[src/rtl/pair_triple_vote_arbiter.sv]
// Round-robin front end sharing one 2-of-3 majority detector among NREQ requesters.
// Each granted sample is voted one cycle after acceptance and held until the consumer takes it.
module pair_triple_vote_arbiter #(
  parameter int NREQ = 4,
  parameter int IDW  = 2,
  parameter int CNTW = 8
) (
  input  logic              clk,
  input  logic              rst_n,
  input  logic [NREQ-1:0]   req_val,
  output logic [NREQ-1:0]   req_rdy,
  input  logic [3*NREQ-1:0] req_bits,
  output logic              resp_val,
  input  logic              resp_rdy,
  output logic              resp_vote,
  output logic [IDW-1:0]    resp_id,
  output logic [CNTW-1:0]   disagree_cnt,
  input  logic              cnt_clr
);

  typedef enum logic [1:0] {IDLE, EVAL, RESP} state_t;

  localparam int             IDX     = IDW + 1;
  localparam logic [IDW:0]   NREQ_X  = IDX'(NREQ);
  localparam logic [IDW-1:0] LAST_ID = IDW'(NREQ - 1);

  state_t         state, state_nxt;
  logic [IDW-1:0] ptr;
  logic [IDW-1:0] gnt_id;
  logic           gnt_vld;
  logic [IDW:0]   scan;
  logic [2:0]     bits_p0;
  logic [IDW-1:0] id_p0;

  function automatic logic vote3(input logic [2:0] b);
    return (b[0] & b[1]) | ((b[0] | b[1]) & b[2]);
  endfunction

  function automatic logic is_split(input logic [2:0] b);
    return (b != 3'b000) && (b != 3'b111);
  endfunction

  function automatic logic [CNTW-1:0] sat_inc(input logic [CNTW-1:0] c);
    return (&c) ? c : c + 1'b1;
  endfunction

  function automatic logic [IDW-1:0] next_id(input logic [IDW-1:0] id);
    return (id == LAST_ID) ? '0 : id + 1'b1;
  endfunction

  // Scan from the farthest slot back to ptr so the nearest requester wins.
  always_comb begin
    gnt_vld = 1'b0;
    gnt_id  = '0;
    scan    = '0;
    for (int k = NREQ - 1; k >= 0; k--) begin
      scan = {1'b0, ptr} + IDX'(k);
      if (scan >= NREQ_X) scan = scan - NREQ_X;
      if (req_val[scan[IDW-1:0]]) begin
        gnt_vld = 1'b1;
        gnt_id  = scan[IDW-1:0];
      end
    end
  end

  always_comb begin
    req_rdy = '0;
    if (rst_n && (state == IDLE) && gnt_vld) req_rdy[gnt_id] = 1'b1;
  end

  always_comb begin
    state_nxt = state;
    case (state)
      IDLE:    if (gnt_vld) state_nxt = EVAL;
      EVAL:    state_nxt = RESP;
      RESP:    if (resp_rdy) state_nxt = IDLE;
      default: state_nxt = IDLE;
    endcase
  end

  assign resp_val = (state == RESP);

  always_ff @(posedge clk or negedge rst_n) begin
    if (!rst_n) begin
      state        <= IDLE;
      ptr          <= '0;
      bits_p0      <= '0;
      id_p0        <= '0;
      resp_vote    <= 1'b0;
      resp_id      <= '0;
      disagree_cnt <= '0;
    end else begin
      state <= state_nxt;
      // p0: capture the granted sample
      if ((state == IDLE) && gnt_vld) begin
        bits_p0 <= req_bits[3*gnt_id +: 3];
        id_p0   <= gnt_id;
      end
      // p1: shared detector result
      if (state == EVAL) begin
        resp_vote <= vote3(bits_p0);
        resp_id   <= id_p0;
      end
      if ((state == RESP) && resp_rdy) ptr <= next_id(resp_id);
      if (cnt_clr)
        disagree_cnt <= '0;
      else if ((state == EVAL) && is_split(bits_p0))
        disagree_cnt <= sat_inc(disagree_cnt);
    end
  end

endmodule
[config.mk]
export PLATFORM = sky130hd
export DESIGN_NAME = pair_triple_vote_arbiter
export DESIGN_NICKNAME = d
export VERILOG_FILES = /design/src/rtl/pair_triple_vote_arbiter.sv
export SDC_FILE = /design/constraint.sdc
export NUM_CORES = 1
export LEC_CHECK = 0
export BUFFER_PORTS_ARGS = -buffer_cell sky130_fd_sc_hd__buf_2
export CORE_ASPECT_RATIO = 0.6
export CORE_MARGIN = 5
export CORE_UTILIZATION = 49
export DETAILED_ROUTE_END_ITERATION = 10
export GPL_TIMING_DRIVEN = 0
export PLACE_DENSITY = 0.77
export REMOVE_ABC_BUFFERS = 1
export SLEW_MARGIN = 20
export SYNTH_ARGS = -nofsm -noshare
export SYNTH_HDL_FRONTEND = slang
export SYNTH_SLANG_ARGS = --single-unit
[constraint.sdc]
create_clock -name clk -period 1.9 [get_ports clk]
set_input_delay 0.19 -clock clk [delete_from_list [all_inputs] [get_ports clk]]
set_output_delay 0.19 -clock clk [all_outputs]
set_load 0.01 [all_outputs]
; ---- After elaboration in Yosys (flattened, before gate mapping)
; Index checks and enable logic that the tools add are counted.
[word_totals]
reg_bits = 20
latchBits = 0
ramBits = 0
romBits = 0
inputBits = 20
mem_count = 0
[classes]
add_sub_neg = 9
n_mul = 1
n_div = 0
n_lt_le_gt_ge = 10
eq_ne = 7
shifts = 1
muxes = 30
bitwise_logic = 4
n_reduce_logical = 13
[ops]
columns = op, count
row1 = 2-to-1 mux 8 bit, 3
row2 = 2-to-1 mux 2 bit, 11
row3 = < comparator 2 x 3 -> 1 bit (second input constant), 5
row4 = variable part select 12 x 5 -> 3 bit, 1
row5 = greater-or-equal comparator 3 bit (second input constant), 3
row6 = 2-to-1 mux 1 bit, 9
row7 = adder 8 x 1 -> 8 bit (second input constant), 1
row8 = binary-select mux 1 bit (select 2 bit), 4
row9 = AND reduction 8 bit, 1
row10 = subtractor 2 x 1 -> 2 bit (second input constant), 4
row11 = logical AND 1 bit, 7
row12 = adder 2 x 2 -> 3 bit (second input constant), 2
row13 = case mux 2 bit (3 select lines), 1
row14 = equality test 2 bit (second input constant), 2
row15 = multiplier 2 x 2 -> 4 bit (first input constant), 1
row16 = 2-to-1 mux 4 bit, 1
row17 = inequality test 2 bit (second input constant), 2
row18 = AND reduction 2 bit, 2
row19 = adder 2 x 1 -> 3 bit (second input constant), 1
row20 = greater-or-equal comparator 2 x 3 -> 1 bit (second input constant), 1
row21 = inequality test 3 bit (second input constant), 1
row22 = nonzero test 3 bit, 1
row23 = adder 2 x 1 -> 2 bit (second input constant), 1
row24 = AND 1 bit, 2
row25 = 7 further kinds, 8

; ---- Logic depth before layout (Yosys ltp)
; Gate-level depths: netlist of the first run.
[logic_depth]
depth_word = 14
depth_mapped = 6
mapped_depth_nobuf = 6

; ---- Least setup slack after synthesis of the first run
; No wires, ideal clock.
[synth_timing]
path_kind = reg2reg
startpoint = reg ptr[1]
endpoint = reg bits_p0[0]
setup_time_ns = 0.140
arrival_ns = 1.586
t_required_ns = 1.760
setup_slack_ns = 0.173
stages_incl_launch_ff = 7
synth_period_minus_slack_ns = 1.727
cell_sequence = dfrtp_1 > mux2i_1 > nor2_1 > a311o_1 > buf_6 > a2111oi_0 > a211oi_1
[synth_between]
elab_chain_cells = 11
[synth_rtl]
columns = element, line_no
row1 = start: declaration, 28  ; logic [IDW-1:0] ptr;
row2 = start signal: assignment, 104  ; if ((state == RESP) && resp_rdy) ptr <= next_id(resp_id);
row3 = adder 2 x 2 -> 3 bit, 57  ; scan = {1'b0, ptr} + IDX'(k);
row4 = greater-or-equal comparator 3 bit or subtractor 2 x 1 -> 2 bit (tied branches), 58  ; if (scan >= NREQ_X) scan = scan - NREQ_X;
row5 = 2-to-1 mux 2 bit, 58
row6 = binary-select mux 1 bit (select 2 bit), 59  ; if (req_val[scan[IDW-1:0]]) begin
row7 = 2-to-1 mux 1 bit (not written as such), 59
row8 = 2-to-1 mux 2 bit (4 in a row), 59
row9 = multiplier 2 x 2 -> 4 bit, 96  ; bits_p0 <= req_bits[3*gnt_id +: 3];
row10 = variable part select 12 x 5 -> 3 bit, 96
row11 = end signal: assignment, 96
row12 = end: declaration, 32  ; logic [2:0] bits_p0;
; Several ways; a longest one is shown, not always the timed one. The select of a mux whose other input is x is not followed.
; A chain may end at the register's enable or synchronous reset.

; ---- Worst setup path in the final report of the first run
[layout_timing]
startpoint = reg ptr[1]
endpoint = out req_rdy[1]
[layout_between]
elab_chain_cells = 14
[layout_rtl]
columns = element, line_no
row1 = adder 2 x 2 -> 3 bit, 57
row2 = greater-or-equal comparator 3 bit or subtractor 2 x 1 -> 2 bit (tied branches), 58
row3 = 2-to-1 mux 2 bit, 58
row4 = binary-select mux 1 bit (select 2 bit), 59
row5 = 2-to-1 mux 1 bit (not written as such), 59
row6 = 2-to-1 mux 2 bit (4 in a row), 59
row7 = < comparator 2 x 3 -> 1 bit (not written as such) or greater-or-equal comparator 2 x 1 -> 1 bit (tied branches), 68  ; if (rst_n && (state == IDLE) && gnt_vld) req_rdy[gnt_id] = 1'b1;
row8 = logical AND 1 bit (not written as such), 68
row9 = 2-to-1 mux 1 bit (not written as such), 68
row10 = demux 1 bit (select 2 bit), 68
row11 = 2-to-1 mux 4 bit *, 68
row12 = end: declaration, 11  ; output logic [NREQ-1:0] req_rdy,
; Every way passes the cells marked *; elsewhere a longest branch is shown, timed or not. The select of a mux whose other input is x is not followed.

==> results of run 1 <==
-- power by group through the flow --
stage	sequential (uW)	combinational [uW]	clock, uW
floorplan	685	465	0
global placement	686	644	0
detailed placement	698	669	0
CTS	688	780	431
global route	712	883	446
finish	692	793	422
-- cell type report --
cell class | instances | share of cell area
clock buffers | 3 | 0.0279
clock inverters | 1 | 0.0203
inverters | 4 | 0.0101
multi-input cells | 91 | 0.422
flip-flops and latches | 20 | 0.339
well taps | 30 | 0.0254
repair buffers | 42 | 0.156
-- Yosys cell counts, types with 4 or more instances --
master / number / area (um^2)
a211oi_1: 4 / 30.0
a21oi_1: 5 / 25.0
dfrtp_1: 20 / 500
mux2i_1: 4 / 40.0
nand2_1: 12 / 45.0
nand3_1: 4 / 20.0
nor2_1: 15 / 56.3
nor3_1: 7 / 35.0
xnor2_1: 6 / 52.6
-- metal layers --
| layer | vias up | track usage | share of wire |
|---|---|---|---|
| met3 | 4 | 0.0577 | 0.067 |
| met1 | 483 | 0.235 | 0.45 |
| met2 | 31 | 0.310 | 0.46 |
| li1 | 514 | - | - |
| met4 | 0 | 0.0524 | 0.015 |
| met5 | - | 0 | 0 |
-- path summary, 6_finish.rpt --
kind,startpoint,end,slack [ps]
min reg2reg,resp_vote$_DFFE_PN0P_,resp_vote$_DFFE_PN0P_,490
min,resp_rdy,state[1]$_DFFE_PN0P_,170
max,ptr[1]$_DFFE_PN0P_,req_rdy[1],-30
min in group asynchronous,rst_n,disagree_cnt[4]$_DFFE_PN0P_,670
max in group asynchronous,rst_n,ptr[1]$_DFFE_PN0P_,630
max reg2reg,ptr[1]$_DFFE_PN0P_,bits_p0[2]$_DFFE_PN0P_,40
-- state kept, by name (all words and copies together), names as in the netlist --
signal        flops
bits_p0           3
disagree_cnt      8
id_p0             2
ptr               2
resp_id           2
resp_vote         1
state             2
-- timing repair --
action	in CTS	in global routing
setup buffers	5	1
setup endpoints to repair	7	6
endpoints found under the hold margin	20	0
resized for setup	10	0
hold buffers	1	0
pin swaps	5	1
-- per-stage QoR --
| step | area [um^2] | hold slack, ps | instances | total power, uW | util |
|---|---|---|---|---|---|
| final | 1480 | 167 | 191 | 1910 | 0.679 |
| after global routing | 1480 | 185 | 191 | 2040 | 0.679 |
| after detailed placement | 1320 | 171 | 180 | 1370 | 0.603 |
| after floorplan | 1100 | -106 | 115 | 1150 | - |
| after global placement | 1320 | 168 | 180 | 1330 | 0.603 |
| after CTS | 1470 | 155 | 190 | 1900 | 0.676 |
-- cells by family (layout without fill, tap and decap cells) --
group           Yosys count  after routing  synth area share
compound gates           21             21             0.124
fa+ha+maj                 2              2            0.0222
mux                       7              7            0.0656
flops                    20             20             0.444
xor+xnor                  6              6            0.0467
simple gates             55             55             0.262
buf+inv                   8             50            0.0344
==> results.toml, run 1 <==
[run_status]
status = "finished with violations"
violations = "setup timing"

[cells_and_area]
fillers = 168
multi_input_area_um2 = 624
finalNetCount = 184
layout_commonest_cell = "buf_2"
mostFrequentLayoutCells = "buf_2, dfrtp_1, nor2_1, nand2_1"
syn_to_final_growth_pct = 31.4
ff_latch_area_um2 = 502
diodes = 0
drive_gt1_frac = 0.391

[global_route]
track_usage = 0.184
antenna_found_initial = 0
grt_pass1_wl_mm = 4.64
grt_start_max_net_pins = 21
globalRouteOverflowTotal = 0
grt_pass1_vias = 995

[critical_path]
cpLargestDelayFamily = "flip-flops"
cp_max_fo = 8
path_depth = 5
crit_path_cell_trace = "mux2i_2, nor2_2, a311o_2, nor3b_2, buf_2"
required_ps = 1710
slowest_stage = "dfrtp_2"
end_kind = "primary output"
arrival_ps = 1740
cp_num_buf_inv = 1
worstSetupPathType = "reg2out"
max_stage_delay_ps = 410
worst_setup_path_start_kind = "register"
ff2ff_path_depth = 5

[power]
p_comb_frac = 0.416
powerDensity_mw_per_mm2 = 1290
max-vdd-ir-drop_uv = 550
switching_share = 0.362
p_int_uw = 1220
p_seq_frac = 0.363
power_leakage_uw = 0.000688
clockPowerShare = 0.221
p_switching_uw = 691

[floorplanning]
die_y_um = 47.1
num_rows = 13
die_area_mm2 = 0.00339
initial_core_util = 0.517
io_pins = 36
core_mm2 = 0.00218
die_width_um = 71.9

[cts]
cts_tree = "done"
cts-htree-levels = 1
ctsRootBufferMaster = "clkbuf_8"
cts_buffers = 3
clock-sinks = 20
clk_pin_slew_worst_paths_ps = 80
cts_buffer_depth = 2
clk_latency_ps = 260

[routing]
firstDrtPassIters = 4
routed_wl_mm = 2.80
wire_per_inst_um = 14.7
route.detailed.drc = 0
antenna_left = 0
drtIter0Drc = 71
vias = 1032
vias_per_cell = 5.40

[sta]
finClkSkew_ps = 4.62
slew_headroom = 0.402
fin_ws_ps = -27.8
setup_viol = 1
drv_slew = 0
hold_viol = 0
worstMarginPinSlew_ps = 894
clock.fmax_ghz = 0.519
fin_crit_sh = 1.01
rsz0062_at_grt = "yes"
post-route-min-period_ps = 1930
finalSetupTns_ps = -27.8

[worst_hold_path]
hold_path_depth = 2
hold_path_class = "in2reg"

[synthesis]
syn_inst = 119
ys_seq_area_frac = 0.444
syn_area_per_cell_um2 = 9.46
synth_area_mm2 = 0.00113
async_flop_share = 1.00
yosys_warnings = 0
ys.flop_type = "dfrtp_1"
synth_cell_type_count = 35
synth_seq_cells = 20
synth-edff-count = 0

[placed_design]
place_ws_ps = -181
gp_congestion = 0.800
portBuffers = 35
hpwlAfterDp_mm = 2.00

[run]
maxCapViolations = 0
No activity file was read; power rests on OpenSTA's default activity.
==> inputs of run 2 (changes only) <==
--- a/config.mk
+++ b/config.mk
@@ -13,7 +13,8 @@
 export GPL_TIMING_DRIVEN = 0
 export PLACE_DENSITY = 0.77
 export REMOVE_ABC_BUFFERS = 1
-export SLEW_MARGIN = 20
+export SETUP_SLACK_MARGIN = 0.02
+export SLEW_MARGIN = 10
 export SYNTH_ARGS = -nofsm -noshare
 export SYNTH_HDL_FRONTEND = slang
 export SYNTH_SLANG_ARGS = --single-unit
==> results.toml, run 2 (same netlist as run 1, synthesis figures left out) <==
[sta]
post-route-min-period_ps = 1930
rsz0062_at_grt = "yes"
fin_crit_sh = 1.01
drv_slew = 0
clock.fmax_ghz = 0.519
finClkSkew_ps = 4.62
holdWs_ps = 170
fin_ws_ps = -26.0
setup_viol = 1
worstMarginPinSlew_ps = 888
slew_headroom = 0.406
hold_viol = 0

[placed_design]
gp_congestion = 0.800
placed_cell_area_mm2 = 0.00132
portBuffers = 35
hpwlAfterDp_mm = 2.00

[run_status]
status = "finished with violations"
violations = "setup timing"

[power]
p_comb_frac = 0.421
powerDensity_mw_per_mm2 = 1290
p_int_uw = 1230
switching_share = 0.361
p_switching_uw = 694
finalPower_uw = 1920
clockPowerShare = 0.220
p_seq_frac = 0.359
max-vdd-ir-drop_uv = 551
power_leakage_uw = 0.000689

[cells_and_area]
layout_commonest_cell = "buf_2"
post-route-util = 0.681
mostFrequentLayoutCells = "buf_2, dfrtp_1, nor2_1, nand2_1"
reg_top3 = "disagree_cnt (8), bits_p0 (3)"
finalNetCount = 184
diodes = 0
top_register = "disagree_cnt"
drive_gt1_frac = 0.398
syn_to_final_growth_pct = 31.9
largest_register_ffs = 8
final_cell_area_mm2 = 0.00149
fillers = 167

[critical_path]
worst_setup_path_start_kind = "register"
worstSetupPathType = "reg2out"
arrival_ps = 1740
required_ps = 1710
end_kind = "primary output"
cp_max_fo = 8

[floorplanning]
die_area_mm2 = 0.00339
die_y_um = 47.1
die_width_um = 71.9
num_rows = 13
initial_core_util = 0.517
core_mm2 = 0.00218
io_pins = 36

[cts]
cts_tree = "done"
ctsRootBufferMaster = "clkbuf_8"
clk_pin_slew_worst_paths_ps = 80
clk_latency_ps = 260
cts-htree-levels = 1
cts_buffer_depth = 2
cts_buffers = 3
clock-sinks = 20

[global_route]
grt_pass1_wl_mm = 4.64
antenna_found_initial = 0
track_usage = 0.184
grt_pass1_vias = 995
grt_start_max_net_pins = 21
globalRouteOverflowTotal = 0

[routing]
drtIter0Drc = 72
routed_wl_mm = 2.81
route.detailed.drc = 0
vias_per_cell = 5.47
wire_per_inst_um = 14.7
vias = 1044
firstDrtPassIters = 4
antenna_left = 0

[worst_hold_path]
hold_path_class = "in2reg"

[run]
maxCapViolations = 0
-- run 2: layout make-up --
| type | count | area, um^2 | share of cell area |
|---|---|---|---|
| Clock inverter | 1 | 30.0 | 0.0202 |
| Inverter | 4 | 15.0 | 0.0101 |
| Timing Repair Buffer | 42 | 230 | 0.155 |
| Multi-Input combinational cell | 91 | 629 | 0.424 |
| Tap cell | 30 | 37.5 | 0.0253 |
| Clock buffer | 3 | 41.3 | 0.0278 |
| Sequential cell | 20 | 502 | 0.338 |
-- run 2: what timing repair did --
item | in CTS | in global routing
buffers inserted | 5 | 1
pin swaps | 5 | 1
hold buffers | 1 | 0
endpoints found under the hold margin | 20 | 0
setup endpoints to repair | 7 | 7
gates resized for setup | 10 | 1
-- run 2: worst max-delay path: stages, from the launching register on --
cell	delay (ps)
dfrtp_2	410
mux2i_2	270
nor2_2	70
a311o_2	400
nor3b_2	170
buf_2	150
-- run 2: worst paths after layout --
check	startpoint	to	slack (ps)	cells past startpoint
worst max-delay path	ptr[1]$_DFFE_PN0P_	req_rdy[1]	-30	5
worst min-delay path	resp_rdy	state[1]$_DFFE_PN0P_	170	2
worst max register to register	ptr[1]$_DFFE_PN0P_	bits_p0[2]$_DFFE_PN0P_	50	5
worst min register to register	resp_vote$_DFFE_PN0P_	resp_vote$_DFFE_PN0P_	490	2
max in group asynchronous	rst_n	ptr[1]$_DFFE_PN0P_	640	2
min in group asynchronous	rst_n	disagree_cnt[4]$_DFFE_PN0P_	660	2
-- run 2: per-stage QoR --
stage	instances	setup slack, ps	TNS (ps)
2_1_floorplan	115	154	0
3_3_place_gp	180	-91.3	-208
3_5_place_dp	180	-181	-737
4_1_cts	190	-24.7	-27.3
5_1_grt	191	-101	-273
6_report	191	-26.0	-26.0
-- run 2: layer usage --
metal  share of wire  track usage  up-vias
met3           0.068       0.0577        4
li1                -            -      516
met2            0.46        0.310       35
met4           0.015       0.0524        0
met1            0.46        0.235      489
met5               0            0        -
-- run 2: power by group through the flow --
stage | clock (uW) | sequential (uW) | combinational [uW]
floorplan | 0 | 685 | 465
global placement | 0 | 686 | 644
detailed placement | 0 | 698 | 669
CTS | 431 | 688 | 780
global route | 446 | 712 | 895
finish | 422 | 689 | 809
